`src/rtl/adc_capture.sv`:
```
// Dual-channel ADC acquisition front end: decimates both channels, records a circular
// pre-trigger history, fills the post-trigger part, then freezes and reports a status word.
module adc_capture #(
  parameter int AW = 12,
  parameter int DW = 8
) (
  input  logic          clk,
  input  logic          rst,
  input  logic [DW-1:0] adc_a,
  input  logic [DW-1:0] adc_b,
  input  logic [31:0]   adc_cfg,
  input  logic          arm,
  output logic [AW-1:0] wr_addr,
  output logic [2*DW-1:0] wr_data,
  output logic          wr_en,
  output logic [15:0]   status,
  output logic          done
);

  typedef enum logic [2:0] {
    S_IDLE = 3'd0,
    S_PRE  = 3'd1,
    S_WAIT = 3'd2,
    S_POST = 3'd3,
    S_DONE = 3'd4
  } state_t;

  state_t state, state_d;

  logic [DW-1:0] s1_a, s1_b;
  logic [DW-1:0] level_q;
  logic          edge_q, src_q, auto_q;
  logic [3:0]    dec_q;
  logic [AW-1:0] pretrig_q;

  logic [15:0]   dec_cnt;
  logic [AW-1:0] ptr, pre_cnt, post_cnt, trig_addr;
  logic [DW-1:0] prev;
  logic          prev_ok, triggered;

  logic          running, strobe, edge_hit, hit;
  logic [15:0]   dec_mask;
  logic [DW-1:0] sel;
  logic [AW-1:0] post_total;
  logic          unused_cfg_bits;

  assign unused_cfg_bits = ^{adc_cfg[31:28], adc_cfg[15]};

  assign running    = (state == S_PRE) || (state == S_WAIT) || (state == S_POST);
  assign dec_mask   = (16'd1 << dec_q) - 16'd1;
  // An arm on the same cycle as a strobe wins, so that write never happens.
  assign strobe     = running && !arm && (dec_cnt == dec_mask);
  assign sel        = src_q ? s1_b : s1_a;
  assign post_total = ~pretrig_q;
  assign edge_hit   = prev_ok && (edge_q ? ((prev > level_q) && (sel <= level_q))
                                         : ((prev < level_q) && (sel >= level_q)));
  assign hit        = edge_hit || (auto_q && !prev_ok);

  assign status = {state, triggered, 12'(trig_addr)};
  assign done   = (state == S_DONE);

  always_ff @(posedge clk or posedge rst) begin
    if (rst) state <= S_IDLE;
    else     state <= state_d;
  end

  always_comb begin
    state_d = state;
    if (arm) begin
      state_d = (adc_cfg[16 +: AW] == '0) ? S_WAIT : S_PRE;
    end else if (strobe) begin
      case (state)
        S_PRE:   if (pre_cnt == pretrig_q - AW'(1)) state_d = S_WAIT;
        S_WAIT:  if (hit) state_d = (post_total == '0) ? S_DONE : S_POST;
        S_POST:  if (post_cnt == post_total - AW'(1)) state_d = S_DONE;
        default: state_d = state;
      endcase
    end
  end

  // Datapath: input register, decimation counter, buffer write port and trigger bookkeeping.
  always_ff @(posedge clk or posedge rst) begin
    if (rst) begin
      s1_a      <= '0;
      s1_b      <= '0;
      level_q   <= '0;
      edge_q    <= 1'b0;
      src_q     <= 1'b0;
      auto_q    <= 1'b0;
      dec_q     <= '0;
      pretrig_q <= '0;
      dec_cnt   <= '0;
      ptr       <= '0;
      pre_cnt   <= '0;
      post_cnt  <= '0;
      prev      <= '0;
      prev_ok   <= 1'b0;
      triggered <= 1'b0;
      trig_addr <= '0;
      wr_addr   <= '0;
      wr_data   <= '0;
      wr_en     <= 1'b0;
    end else begin
      s1_a  <= adc_a;
      s1_b  <= adc_b;
      wr_en <= strobe;
      if (arm) begin
        level_q   <= adc_cfg[7:0];
        edge_q    <= adc_cfg[8];
        src_q     <= adc_cfg[9];
        auto_q    <= adc_cfg[10];
        dec_q     <= adc_cfg[14:11];
        pretrig_q <= adc_cfg[16 +: AW];
        dec_cnt   <= '0;
        ptr       <= '0;
        wr_addr   <= '0;
        pre_cnt   <= '0;
        post_cnt  <= '0;
        prev_ok   <= 1'b0;
        triggered <= 1'b0;
        trig_addr <= '0;
      end else if (running) begin
        dec_cnt <= strobe ? 16'd0 : dec_cnt + 16'd1;
        if (strobe) begin
          wr_addr <= ptr;
          wr_data <= {s1_b, s1_a};
          ptr     <= ptr + AW'(1);
          case (state)
            S_PRE:  pre_cnt <= pre_cnt + AW'(1);
            S_WAIT: begin
              prev    <= sel;
              prev_ok <= 1'b1;
              if (hit) begin
                triggered <= 1'b1;
                trig_addr <= ptr;
              end
            end
            S_POST: post_cnt <= post_cnt + AW'(1);
            default: ;
          endcase
        end
      end
    end
  end

endmodule
```
`config.mk`:
```
export PLATFORM = sky130hd
export DESIGN_NAME = adc_capture
export DESIGN_NICKNAME = d
export VERILOG_FILES = /design/src/rtl/adc_capture.sv
export SDC_FILE = /design/constraint.sdc
export NUM_CORES = 1
export LEC_CHECK = 0
export ABC_AREA = 1
export CAP_MARGIN = 20
export CORE_MARGIN = 3
export CORE_UTILIZATION = 45
export DETAILED_ROUTE_END_ITERATION = 8
export HOLD_SLACK_MARGIN = 0.05
export MAX_ROUTING_LAYER = met4
export PLACE_DENSITY = 0.67
export SLEW_MARGIN = 0
export SYNTH_ARGS = -nofsm -noshare
export SYNTH_HDL_FRONTEND = slang
export SYNTH_SLANG_ARGS = --single-unit
```
`constraint.sdc`:
```
create_clock -name clk -period 6 [get_ports clk]
set_input_delay 1.5 -clock clk [delete_from_list [all_inputs] [get_ports clk]]
set_output_delay 1.5 -clock clk [all_outputs]
set_load 0.02 [all_outputs]
```
# ---- Word-level counts from Yosys, hierarchy flattened
# Cells that the tools add are included.
dict set report totals {
  output_inout_bits 46
  register_bits 149
  memories 0
  mem_bits_rw 0
  romBits 0
  input_bits 51
  wordCells 113
  latchBits 0
}
dict set report classes {
  n_reduce_logical 28
  n_shift 1
  bitwise_logic 2
  add_sub_neg 7
  n_eq_ne 10
  order_cmp 4
  mux 41
  div_mod_pow 0
  n_mul 0
}
# cell n
set op_table {}
lappend op_table {{2-to-1 mux 12 bit} 19}
lappend op_table {{2-to-1 mux 16 bit} 3}
lappend op_table {{adder 12 x 1 -> 12 bit (second input constant)} 3}
lappend op_table {{== test 12 bit} 2}
lappend op_table {{logical NOT 12 bit} 2}
lappend op_table {{subtractor 12 x 1 -> 12 bit (second input constant)} 2}
lappend op_table {{2-to-1 mux 3 bit} 6}
lappend op_table {{adder 16 x 1 -> 16 bit (second input constant)} 1}
lappend op_table {{== test 16 bit} 1}
lappend op_table {{left shift 1 x 4 -> 16 bit (first input constant)} 1}
lappend op_table {{subtractor 16 x 1 -> 16 bit (second input constant)} 1}
lappend op_table {{NOT 12 bit} 1}
lappend op_table {{AND reduction 3 bit} 4}
lappend op_table {{nonzero test 2 bit} 6}
lappend op_table {{2-to-1 mux 1 bit} 10}
lappend op_table {{case mux 3 bit (3 select lines)} 1}
lappend op_table {{>= comparator 8 bit} 1}
lappend op_table {{greater-than comparator 8 bit} 1}
lappend op_table {{less-or-equal comparator 8 bit} 1}
lappend op_table {{less-than comparator 8 bit} 1}
lappend op_table {{2-to-1 mux 8 bit} 1}
lappend op_table {{AND reduction 4 bit} 2}
lappend op_table {{== test 3 x 2 -> 1 bit (second input constant)} 2}
lappend op_table {{logical AND 1 bit} 6}
lappend op_table {{other kinds (11)} 15}

# ---- Depth between registers and ports, before layout
dict set report logic_depth {
  ltp_word 11
  depth_mapped 20
  ltp_nobuf 18
}

# ---- Worst setup path before layout
# No wires, ideal clock.
dict set report synth_timing {
  path_type {input port to flip-flop}
  start {input port arm}
  end {register trig_addr[0]}
  n_path_buf 1
  arrival_ns 2.766
  required_ns 5.883
  cell_stages 13
  slack_ns 3.117
  setup_ns 0.117
  cell_sequence {nor2_1 nand3_1 nor2_1 nand2_1 nor2_1 nand3_1 nor2_1 nand3_4 nand2_4 nand2_1 buf_2 nand2_1 nand2_1}
}
dict set report synth_via {
  elab_chain_len 5
  word_cells_on_any_way 9
  classes_between {mux (1); reduce/logical (8)}
}
# item line
set synth_lines {}
lappend synth_lines {{start: declaration} 12} ;# input logic arm,
lappend synth_lines {{logical NOT 1 bit} 52} ;# assign strobe = running && !arm && (dec_cnt == dec_mask);
lappend synth_lines {{logical AND 1 bit (2 in a row)} 52}
lappend synth_lines {{nonzero test 2 bit (no line)} n/a}
lappend synth_lines {{AND reduction 4 bit (no line)} n/a}
lappend synth_lines {{end signal: assignment} 135} ;# trig_addr <= ptr;
lappend synth_lines {{end: declaration} 37} ;# logic [AW-1:0] ptr, pre_cnt, post_cnt, trig_addr;
# Several ways; a longest one is shown, not always the timed one.
# A chain may end at the register's enable or synchronous reset.

# ---- Final worst setup path
dict set report layout_timing {
  start {input port arm}
  end {register state[0]}
}
dict set report layout_via {
  elab_chain_len 5
  word_cells_on_any_way 10
  classes_between {eq/ne (3); mux (1); reduce/logical (6)}
}
# item line
set layout_lines {}
lappend layout_lines {{logical NOT 1 bit} 52}
lappend layout_lines {{logical AND 1 bit (2 in a row)} 52}
lappend layout_lines {{nonzero test 2 bit (no line)} n/a}
lappend layout_lines {{AND reduction 5 bit (no line)} n/a}
lappend layout_lines {{end signal: assignment} 64} ;# else state <= state_d;
lappend layout_lines {{end: declaration} 28} ;# state_t state, state_d;
# Several ways; a longest one is shown, not always the timed one.

==> impl_metrics.json <==
{
  "rsz0062_at_grt": "no",
  "area_growth_pct": 19.4,
  "synthesis.area_sq_um": 8540,
  "synth_top_cell_area_share_pct": 43.7,
  "status": "completed",
  "clockRootBuffer": "clkbuf_16",
  "synth_common_cells": "nand2_1 (361), dfrtp_1 (149), nand3_1 (125)",
  "synth_top_flop_cell": "dfrtp_1",
  "clk_pin_slew_ns": 0.07,
  "yosys.area.top_type": "dfrtp_1",
  "firstDrtPassIters": 5,
  "synth.area.top_cells": "dfrtp_1 (44%), nand2_1 (16%), nand3_1 (7.3%)",
  "worst_slew_pin_slew_ns": 0.828,
  "dpl.cell_count": 1442,
  "fin_nets": 1306,
  "peakVddDrop_mv": 0.219,
  "synth_edf_count": 0,
  "drive_gt1_share_pct": 4.90,
  "start_kind": "input port",
  "synth.distinct_cells": 38,
  "regArea_sq_um": 3730,
  "ant_nets": 0,
  "cp_top_family": "buffers and inverters",
  "final_area_sq_um": 10200,
  "die_width_um": 144,
  "io_buffers": 91,
  "place_area_sq_um": 9590,
  "cts_setup_buffers": 0,
  "htree_levels": 4,
  "die_area_sq_um": 20700,
  "wirelength_mm": 21.7,
  "critical_path_buf_inv_count": 3,
  "fin_setup_tns_ns": 0,
  "power.total_mw": 2.68,
  "crit_chain": "buf_2, buf_4, inv_2, nor2_1, nand3_1, nor4_1, nor2_1, nand2_1, nand2_1",
  "critical_path_arrival_ns": 4.13,
  "slowest_delay_ns": 0.64,
  "min_period_ns": 3.80,
  "ys_seq_elements": 149,
  "grt_pass1_vias": 7449,
  "multi_input_area_sq_um": 4210,
  "fin_skew_ns": 0.0109,
  "grt_usage_pct": 22.7,
  "cp.required_ns": 6.33,
  "synth_seq_area_share_pct": 43.7,
  "syn_area_per_cell_sq_um": 7.37,
  "vias": 7741,
  "routabilityCongestion": 0.952,
  "synth_cells": 1159,
  "max_cap_violations": 0,
  "power_leakage_nw": 4.87,
  "num_rows": 49,
  "post-route-period-util_pct": 63.4,
  "cts_resized": 0,
  "hold_buffers": 0,
  "setup_violations": 0,
  "antenna_found_initial": 0,
  "fp.coreArea_sq_um": 18300,
  "drt_iter0_drc": 537,
  "finalNonFillerCells": 1474,
  "drc": 0,
  "syn_nets": 1233,
  "synth.most_common_cell": "nand2_1",
  "cts_buffers": 17,
  "clkSinkCount": 149,
  "overflow": 0,
  "power-per-cell-area_nw_per_um2": 263,
  "diodes": 0,
  "yosys_warnings": 0,
  "die_h_um": 144,
  "vias_per_cell": 5.25,
  "nFillCells": 1748,
  "clk_path_buf_depth": 2,
  "cp_max_fo": 82,
  "maxSlewViolCount": 0,
  "hold_class": "flop to flop",
  "clk_latency_ns": 0.44,
  "hold-worst-slack_ns": 0.467,
  "wire_per_inst_um": 14.7,
  "grt_pass1_wl_mm": 36.3,
  "critPathCaptureType": "flop",
  "slew_headroom_pct": 44.8,
  "cp_slowest_cell": "buf_4",
  "start_util_pct": 46.7,
  "cts_tree": "yes",
  "fmax_ghz": 0.263,
  "hold_violations": 0,
  "hpwl_mm": 15.4,
  "critPathKind": "input port to flop",
  "async_flop_share_pct": 100,
  "ioPinCount": 97,
  "grt_max_degree": 89
}
tightest hold or removal path, cell delays in order (launching register included):
cell     delay (ns)
dfrtp_1        0.34
nand2_1        0.05
nand2_1        0.04
report_power, final:
| group | internal (mW) | switching (mW) | total [mW] | leakage (nW) |
|---|---|---|---|---|
| sequential | 1.04 | 0.0586 | 1.10 | 1.99 |
| combinational | 0.163 | 0.297 | 0.460 | 2.59 |
| clock | 0.632 | 0.484 | 1.12 | 0.292 |
| total | 1.84 | 0.839 | 2.68 | 4.87 |
cells by family (layout without fill, tap and decap cells):
logic type,after synthesis,after routing,synth area share (%)
compound gates,102,102,6.23
buf+inv,151,237,7.05
fa+ha+maj,23,23,3.37
xor+xnor,52,52,5.33
simple gates,682,682,34.3
flops,149,149,43.7
cell type report:
cell class | instances | share of cell area (%)
clock inverter | 15 | 1.78
sequential | 149 | 36.6
timing repair buffer | 97 | 9.33
clock buffer | 17 | 4.17
inverter | 108 | 4.05
tap | 229 | 2.81
multi-input combinational | 859 | 41.3
path summary, 6_finish.rpt:
| path | from | to | slack (ns) | depth (start not counted) |
|---|---|---|---|---|
| setup / recovery | arm | state[0] | 2.20 | 9 |
| hold / removal | s1_b[6] | wr_data[14] | 0.47 | 2 |
| max in group asynchronous | rst | wr_en | 3.40 | 3 |
| hold reg to reg | s1_b[6] | wr_data[14] | 0.47 | 2 |
| min in group asynchronous | rst | s1_b[4] | 1.59 | 2 |
| setup reg to reg | dec_q[1] | ptr[8] | 2.21 | 19 |
per-layer routing:
layer / GRT usage, % / vias to the layer above / part of all wire, %
met3: 5.22 / 33 / 5.5
met1: 30.0 / 3607 / 47
met4: 7.04 / 0 / 1.8
met5: - / - / 0
li1: - / 3884 / -
met2: 34.9 / 217 / 46
state kept, by name (all words and copies together) (netlist names), 3 cells and up:
name,flops
s1_b,8
level_q,8
ptr,12
dec_q,4
s1_a,8
dec_cnt,16
pretrig_q,12
trig_addr,12
prev,8
state,3
post_cnt,12
pre_cnt,12
wr_addr,12
wr_data,16
layout by cell type (no fill, tap or decap), types with 23 or more instances in the layout:
master	Yosys	layout
nand2_1	361	361
xor2_1	38	38
clkdlybuf4s50_1	0	90
ha_1	23	23
nand4_1	28	28
dfrtp_1	149	149
nor2_1	117	117
o21ai_0	65	65
inv_1	100	98
nand3_1	125	125
per-stage QoR:
step | utilization, % | setup slack [ns]
2_1_floorplan | - | 0.492
3_3_place_gp | 52.5 | 1.80
3_5_place_dp | 52.5 | 1.75
4_1_cts | 55.8 | 2.21
5_1_grt | 55.8 | 1.78
6_report | 55.8 | 2.20
(Power assumes the default switching activity.)
